`config.mk`:
```
export PLATFORM = sky130hd
export DESIGN_NAME = memory_arbiter
export DESIGN_NICKNAME = d
export VERILOG_FILES = /design/src/rtl/cpu_types_pkg.sv /design/src/rtl/access_timer.sv /design/src/rtl/memory_arbiter.sv
export SDC_FILE = /design/constraint.sdc
export NUM_CORES = 1
export LEC_CHECK = 0
export ABC_AREA = 1
export CORE_UTILIZATION = 47
export CTS_CLUSTER_SIZE = 24
export DETAILED_ROUTE_END_ITERATION = 10
export GPL_ROUTABILITY_DRIVEN = 0
export GPL_TIMING_DRIVEN = 1
export HOLD_SLACK_MARGIN = 0.15
export PLACE_DENSITY_LB_ADDON = 0.25
export SYNTH_ARGS = -nofsm -noshare
export SYNTH_HDL_FRONTEND = slang
export SYNTH_HIERARCHICAL = 1
export SYNTH_SLANG_ARGS = --single-unit
export TNS_END_PERCENT = 1
```
`constraint.sdc`:
```
create_clock -name CLK -period 6.3 [get_ports CLK]
set_input_delay 1.26 -clock CLK [delete_from_list [all_inputs] [get_ports CLK]]
set_output_delay 1.26 -clock CLK [all_outputs]
set_load 0.05 [all_outputs]
```
`src/rtl/cpu_types_pkg.sv`:
```
// Shared CPU-side types: word width, RAM handshake states and arbiter FSM states.
package cpu_types_pkg;

    localparam int unsigned WORD_W  = 32;
    localparam int unsigned TIMER_W = 8;

    typedef logic [WORD_W-1:0] word_t;

    typedef enum logic [1:0] {
        FREE   = 2'd0,
        BUSY   = 2'd1,
        ACCESS = 2'd2,
        ERROR  = 2'd3
    } ramstate_t;

    typedef enum logic [2:0] {
        IDLE,
        DACC,
        IACC,
        DRESP,
        IRESP
    } arb_state_t;

endpackage

```
`src/rtl/access_timer.sv`:
```
// Per-access watchdog: counts cycles while enabled, saturating at the limit.
import cpu_types_pkg::*;

module access_timer (
    input  logic               CLK,
    input  logic               nRST,
    input  logic               clear,
    input  logic               enable,
    input  logic [TIMER_W-1:0] limit,
    output logic               expired
);

    logic [TIMER_W-1:0] count;

    always_ff @(posedge CLK or negedge nRST) begin
        if (!nRST) begin
            count <= '0;
        end else if (clear) begin
            count <= '0;
        end else if (enable && (count != limit)) begin
            count <= count + 1'b1;
        end
    end

    // Looks one edge ahead so the access is dropped on the very edge the count reaches the limit.
    assign expired = ({1'b0, count} + 9'd1) >= {1'b0, limit};

endmodule

```
`src/rtl/memory_arbiter.sv`:
```
// Single-port RAM arbiter between instruction fetch and data accesses; data has priority.
import cpu_types_pkg::*;

module memory_arbiter #(
    parameter logic [7:0] TIMEOUT = 8'd255
) (
    input  logic      CLK,
    input  logic      nRST,
    input  logic      iREN,
    input  word_t     iaddr,
    input  logic      dmemREN,
    input  logic      dmemWEN,
    input  word_t     daddr,
    input  word_t     dstore,
    output logic      ihit,
    output logic      dhit,
    output word_t     iload,
    output word_t     dload,
    output logic      merr,
    output logic      ramREN,
    output logic      ramWEN,
    output word_t     ramaddr,
    output word_t     ramstore,
    input  word_t     ramload,
    input  ramstate_t ramstate
);

    arb_state_t state;
    word_t      addrQ;
    word_t      storeQ;
    logic       writeQ;
    logic       conflictQ;
    logic       timerClear;
    logic       timerEnable;
    logic       timerExpired;
    logic       accessDone;

    assign timerClear  = (state == IDLE);
    assign timerEnable = (state == DACC) || (state == IACC);
    assign accessDone  = (ramstate == ACCESS) || (ramstate == ERROR) || timerExpired;

    access_timer uTimer (
        .CLK     (CLK),
        .nRST    (nRST),
        .clear   (timerClear),
        .enable  (timerEnable),
        .limit   (TIMEOUT),
        .expired (timerExpired)
    );

    assign ramaddr  = addrQ;
    assign ramstore = storeQ;

    always_ff @(posedge CLK or negedge nRST) begin
        if (!nRST) begin
            state     <= IDLE;
            addrQ     <= '0;
            storeQ    <= '0;
            writeQ    <= 1'b0;
            conflictQ <= 1'b0;
            ramREN    <= 1'b0;
            ramWEN    <= 1'b0;
            ihit      <= 1'b0;
            dhit      <= 1'b0;
            merr      <= 1'b0;
            iload     <= '0;
            dload     <= '0;
        end else begin
            ihit <= 1'b0;
            dhit <= 1'b0;
            merr <= 1'b0;
            case (state)
                IDLE: begin
                    if (dmemREN || dmemWEN) begin
                        state     <= DACC;
                        addrQ     <= daddr;
                        storeQ    <= dstore;
                        writeQ    <= dmemWEN;
                        conflictQ <= dmemREN && dmemWEN;
                        ramWEN    <= dmemWEN;
                        ramREN    <= !dmemWEN;
                    end else if (iREN) begin
                        state     <= IACC;
                        addrQ     <= iaddr;
                        storeQ    <= dstore;
                        writeQ    <= 1'b0;
                        conflictQ <= 1'b0;
                        ramREN    <= 1'b1;
                        ramWEN    <= 1'b0;
                    end
                end
                DACC, IACC: begin
                    if (accessDone) begin
                        ramREN <= 1'b0;
                        ramWEN <= 1'b0;
                        state  <= (state == DACC) ? DRESP : IRESP;
                        dhit   <= (state == DACC);
                        ihit   <= (state == IACC);
                        // ACCESS outranks a simultaneous timeout: the data did arrive.
                        merr   <= (ramstate != ACCESS) || conflictQ;
                        if ((ramstate == ACCESS) && !writeQ) begin
                            if (state == DACC) dload <= ramload;
                            else               iload <= ramload;
                        end
                    end
                end
                DRESP, IRESP: state <= IDLE;
                default:      state <= IDLE;
            endcase
        end
    end

endmodule

```
==> qor.json <==
{
  "cts_inserted_buffers": {"value": 17},
  "routed_via_density": {"value": 4.89},
  "static_leakage_power": {"value": 5.22, "unit": "nW"},
  "arrival": {"value": 4140, "unit": "ps"},
  "ys_top_cells_by_count": {"value": "nand2_1, dfrtp_1, nand3_1"},
  "clkTransAtPathRegs": {"value": 60, "unit": "ps"},
  "yosys-top-cells-area": {"value": "dfrtp_1, nand2_1, nand3_1"},
  "setup_viol_count_final": {"value": 0},
  "final_max_slew_viol_count": {"value": 0},
  "grt_start_max_net_pins": {"value": 98},
  "critical_path_class": {"value": "input pin to flop"},
  "cap_viol_max_count": {"value": 0},
  "ctsLongestPathBuffers": {"value": 2},
  "synth_async_sr_flop_share": {"value": 100, "unit": "%"},
  "num_rows": {"value": 43},
  "wire_length_of_the_first_global_routing_pass": {"value": 30300, "unit": "um"},
  "run_status": {"value": "complete, no violations"},
  "antenna_found_initial": {"value": 0},
  "capture_instance_of_the_worst_register_to_register_path": {"value": "dload[31]$_DFFE_PN0P_"},
  "floorplan.core_area": {"value": 13900, "unit": "sq um"},
  "layout.cell_area.non_filler": {"value": 10000, "unit": "sq um"},
  "met2WireLength": {"value": 9450, "unit": "um"},
  "post_dp_cell_area": {"value": 9420, "unit": "sq um"},
  "io_buffers": {"value": 267},
  "synth_seq_area_share": {"value": 54.8, "unit": "%"},
  "timing.critical_path.from_type": {"value": "input pin"},
  "final_core_utilization": {"value": 72.3, "unit": "%"},
  "start_util": {"value": 48.1, "unit": "%"},
  "root_buffer": {"value": "clkbuf_16"},
  "timing.hold.ws": {"value": 465, "unit": "ps"},
  "yosys_most_used_dff": {"value": "dfrtp_1"},
  "ctsHoldBuffers": {"value": 0},
  "finalNetCount": {"value": 1250},
  "p_int": {"value": 3.01, "unit": "mW"},
  "period_minus_slack": {"value": 3890, "unit": "ps"},
  "yosys.area.top_type_share": {"value": 54.8, "unit": "%"},
  "cts_repair_resize_count": {"value": 0},
  "cts_tree": {"value": "yes"},
  "clkSinkCount": {"value": 146},
  "routed-wl-met3": {"value": 1720, "unit": "um"},
  "yosys_register_bits": {"value": 146},
  "global_route.usage.total": {"value": 27.2, "unit": "%"},
  "hold_path_depth": {"value": 2},
  "final_min_period_over_clock_period": {"value": 61.7, "unit": "%"},
  "floorplan.io_pins": {"value": 268},
  "switching_share": {"value": 48.8, "unit": "%"},
  "synth.largest_area_cell": {"value": "dfrtp_1"},
  "tns_setup": {"value": 0, "unit": "ps"},
  "detail_route.drc_violations": {"value": 0},
  "layout-area-overhead-vs-synth": {"value": 50.5, "unit": "%"},
  "switchingPower": {"value": 2.87, "unit": "mW"},
  "drt-met1-wl": {"value": 7480, "unit": "um"},
  "hold_start": {"value": "dload[17]$_DFFE_PN0P_"},
  "finalNonFillerCells": {"value": 1298},
  "detailedPlacementHpwl": {"value": 13000, "unit": "um"},
  "power.combinational.fraction": {"value": 54.8, "unit": "%"},
  "syn_avg_cell_area": {"value": 7.91, "unit": "sq um"},
  "fin_clk_skew": {"value": 12.8, "unit": "ps"},
  "synthesis.yosys.warnings": {"value": 6},
  "final-hold-violation-count": {"value": 0},
  "fmax": {"value": 257, "unit": "MHz"},
  "synth_most_common_cell": {"value": "nand2_1"},
  "post_route_cells_drive_above_1_share": {"value": 5.01, "unit": "%"},
  "crit_path_start": {"value": "dmemWEN"},
  "route.detailed.wl_per_inst": {"value": 14.8, "unit": "um"},
  "die_area": {"value": 14700, "unit": "sq um"},
  "dp.cells": {"value": 1267},
  "r2r.worst_path.cells": {"value": 19},
  "worst_hold_path.endpoint": {"value": "dload[17]$_DFFE_PN0P_"},
  "drt_iter0_drc": {"value": 366},
  "totalWireLength": {"value": 19200, "unit": "um"},
  "power.density": {"value": 586, "unit": "nW/um^2"},
  "final_ant_viol_nets": {"value": 0},
  "required": {"value": 6550, "unit": "ps"},
  "syn_inst_count": {"value": 843},
  "synth_enable_flop_cells": {"value": 0},
  "htree_levels": {"value": 4},
  "cts_setup_buffers": {"value": 0},
  "power.sequential.fraction": {"value": 27.0, "unit": "%"},
  "worstSkewPairLatency": {"value": 420, "unit": "ps"},
  "number_of_search_and_repair_iterations_in_the_first_detailed_routing_pass": {"value": 6},
  "worst_hold_class": {"value": "flop to flop"},
  "startpoint_of_the_worst_register_to_register_path": {"value": "uTimer/count[0]$_DFFE_PN0P_"},
  "max_slew.worst_pin.slew": {"value": 1210, "unit": "ps"},
  "highest_metal_layer_with_signal_wires": {"value": "met4"},
  "rsz0062_at_grt": {"value": "false"},
  "via_total_after_detailed_routing": {"value": 6352},
  "fp.dieH": {"value": 121, "unit": "um"},
  "cp-end-kind": {"value": "flop"},
  "syn_area": {"value": 6670, "unit": "sq um"},
  "r2r_setup_slack": {"value": 2450, "unit": "ps"},
  "critPathMaxFanout": {"value": 70},
  "number_of_antenna_cells_inserted": {"value": 0},
  "clkPwrFrac": {"value": 18.2, "unit": "%"},
  "grt_pass1_vias": {"value": 6064},
  "ys_types": {"value": 26},
  "irDropWorstVdd": {"value": 0.279, "unit": "mV"},
  "grt-ovfl-total": {"value": 0},
  "slew-limit-headroom": {"value": 19.3, "unit": "%"},
  "die-width": {"value": 121, "unit": "um"}
}
-- per-layer routing --
| metal | global-route usage [%] | vias to the layer above |
|---|---|---|
| met2 | 45.5 | 276 |
| met3 | 8.13 | 39 |
| met5 | 0 | - |
| met4 | 11.0 | 0 |
| li1 | - | 3120 |
| met1 | 32.7 | 2917 |
-- power by group through the flow --
stage	sequential [mW]	combinational [mW]	clock [mW]
4_1_cts	1.59	3.25	1.08
6_report	1.59	3.23	1.07
3_5_place_dp	1.59	3.23	0
3_3_place_gp	1.58	3.19	0
2_1_floorplan	2.96	0.763	0
5_1_grt	1.64	3.42	1.12
-- cell type report --
type	count	area [sq um]
clock buffer	19	443
clock inverter	12	179
fill	1096	3840
inverter	38	143
multi-input combinational	632	2690
sequential	146	3650
tap	180	225
timing repair buffer	271	2700
-- stage by stage --
stage | setup slack [ps] | power [mW]
6_report | 2410 | 5.89
5_1_grt | 1910 | 6.19
4_1_cts | 2400 | 5.92
3_5_place_dp | 1970 | 4.82
3_3_place_gp | 1980 | 4.77
2_1_floorplan | 3920 | 3.72
-- cells by family after synthesis --
family | count (synthesis) | share of synthesized area, %
compound gates | 12 | 0.919
xor+xnor | 2 | 0.263
fa+ha+maj | 9 | 1.69
buf+inv | 79 | 5.65
flops | 146 | 54.8
other cells | 1 | 0.0562
simple gates | 594 | 36.7
-- cell usage in the layout (no fill, tap or decap), types with 3 or more instances in the layout --
cell | Yosys | layout
nand2_2 | 4 | 4
o21ai_0 | 5 | 5
conb_1 | 1 | 15
buf_4 | 1 | 4
nor2_4 | 3 | 3
nor2_1 | 8 | 8
bufinv_16 | 0 | 4
inv_6 | 0 | 3
nand2_1 | 479 | 479
clkbuf_16 | 0 | 17
inv_1 | 30 | 30
clkinv_2 | 0 | 3
nor2_2 | 4 | 4
ha_1 | 9 | 9
nand3_1 | 82 | 82
dfrtp_1 | 146 | 146
nand4_1 | 10 | 10
inv_2 | 6 | 6
clkdlybuf4s50_1 | 0 | 266
a21oi_1 | 4 | 4
-- worst max path at each step --
stage	slack, ps	endpoint	depth (start not counted)
after CTS	2400	writeQ$_DFFE_PN0P_	7
after global routing	1910	dload[31]$_DFFE_PN0P_	19
after detailed placement	1970	writeQ$_DFFE_PN0P_	7
after global placement	1980	writeQ$_DFFE_PN0P_	7
after floorplan	3920	iload[0]$_DFFE_PN0P_	20
final	2410	writeQ$_DFFE_PN0P_	7
-- flip-flops by register name, indices dropped and copies added, names as in the netlist, 3 cells and up --
name          count
state             3
dload            32
iload            32
uTimer/count      8
ramaddr          32
ramstore         32
-- critical path: stages --
cell             delay, ps
clkdlybuf4s50_1        510
nor2_4                 650
nand2_2                160
nand2_4                570
inv_2                  610
nand2_1                220
o21ai_0                100
No activity file was read; power rests on OpenSTA's default activity.
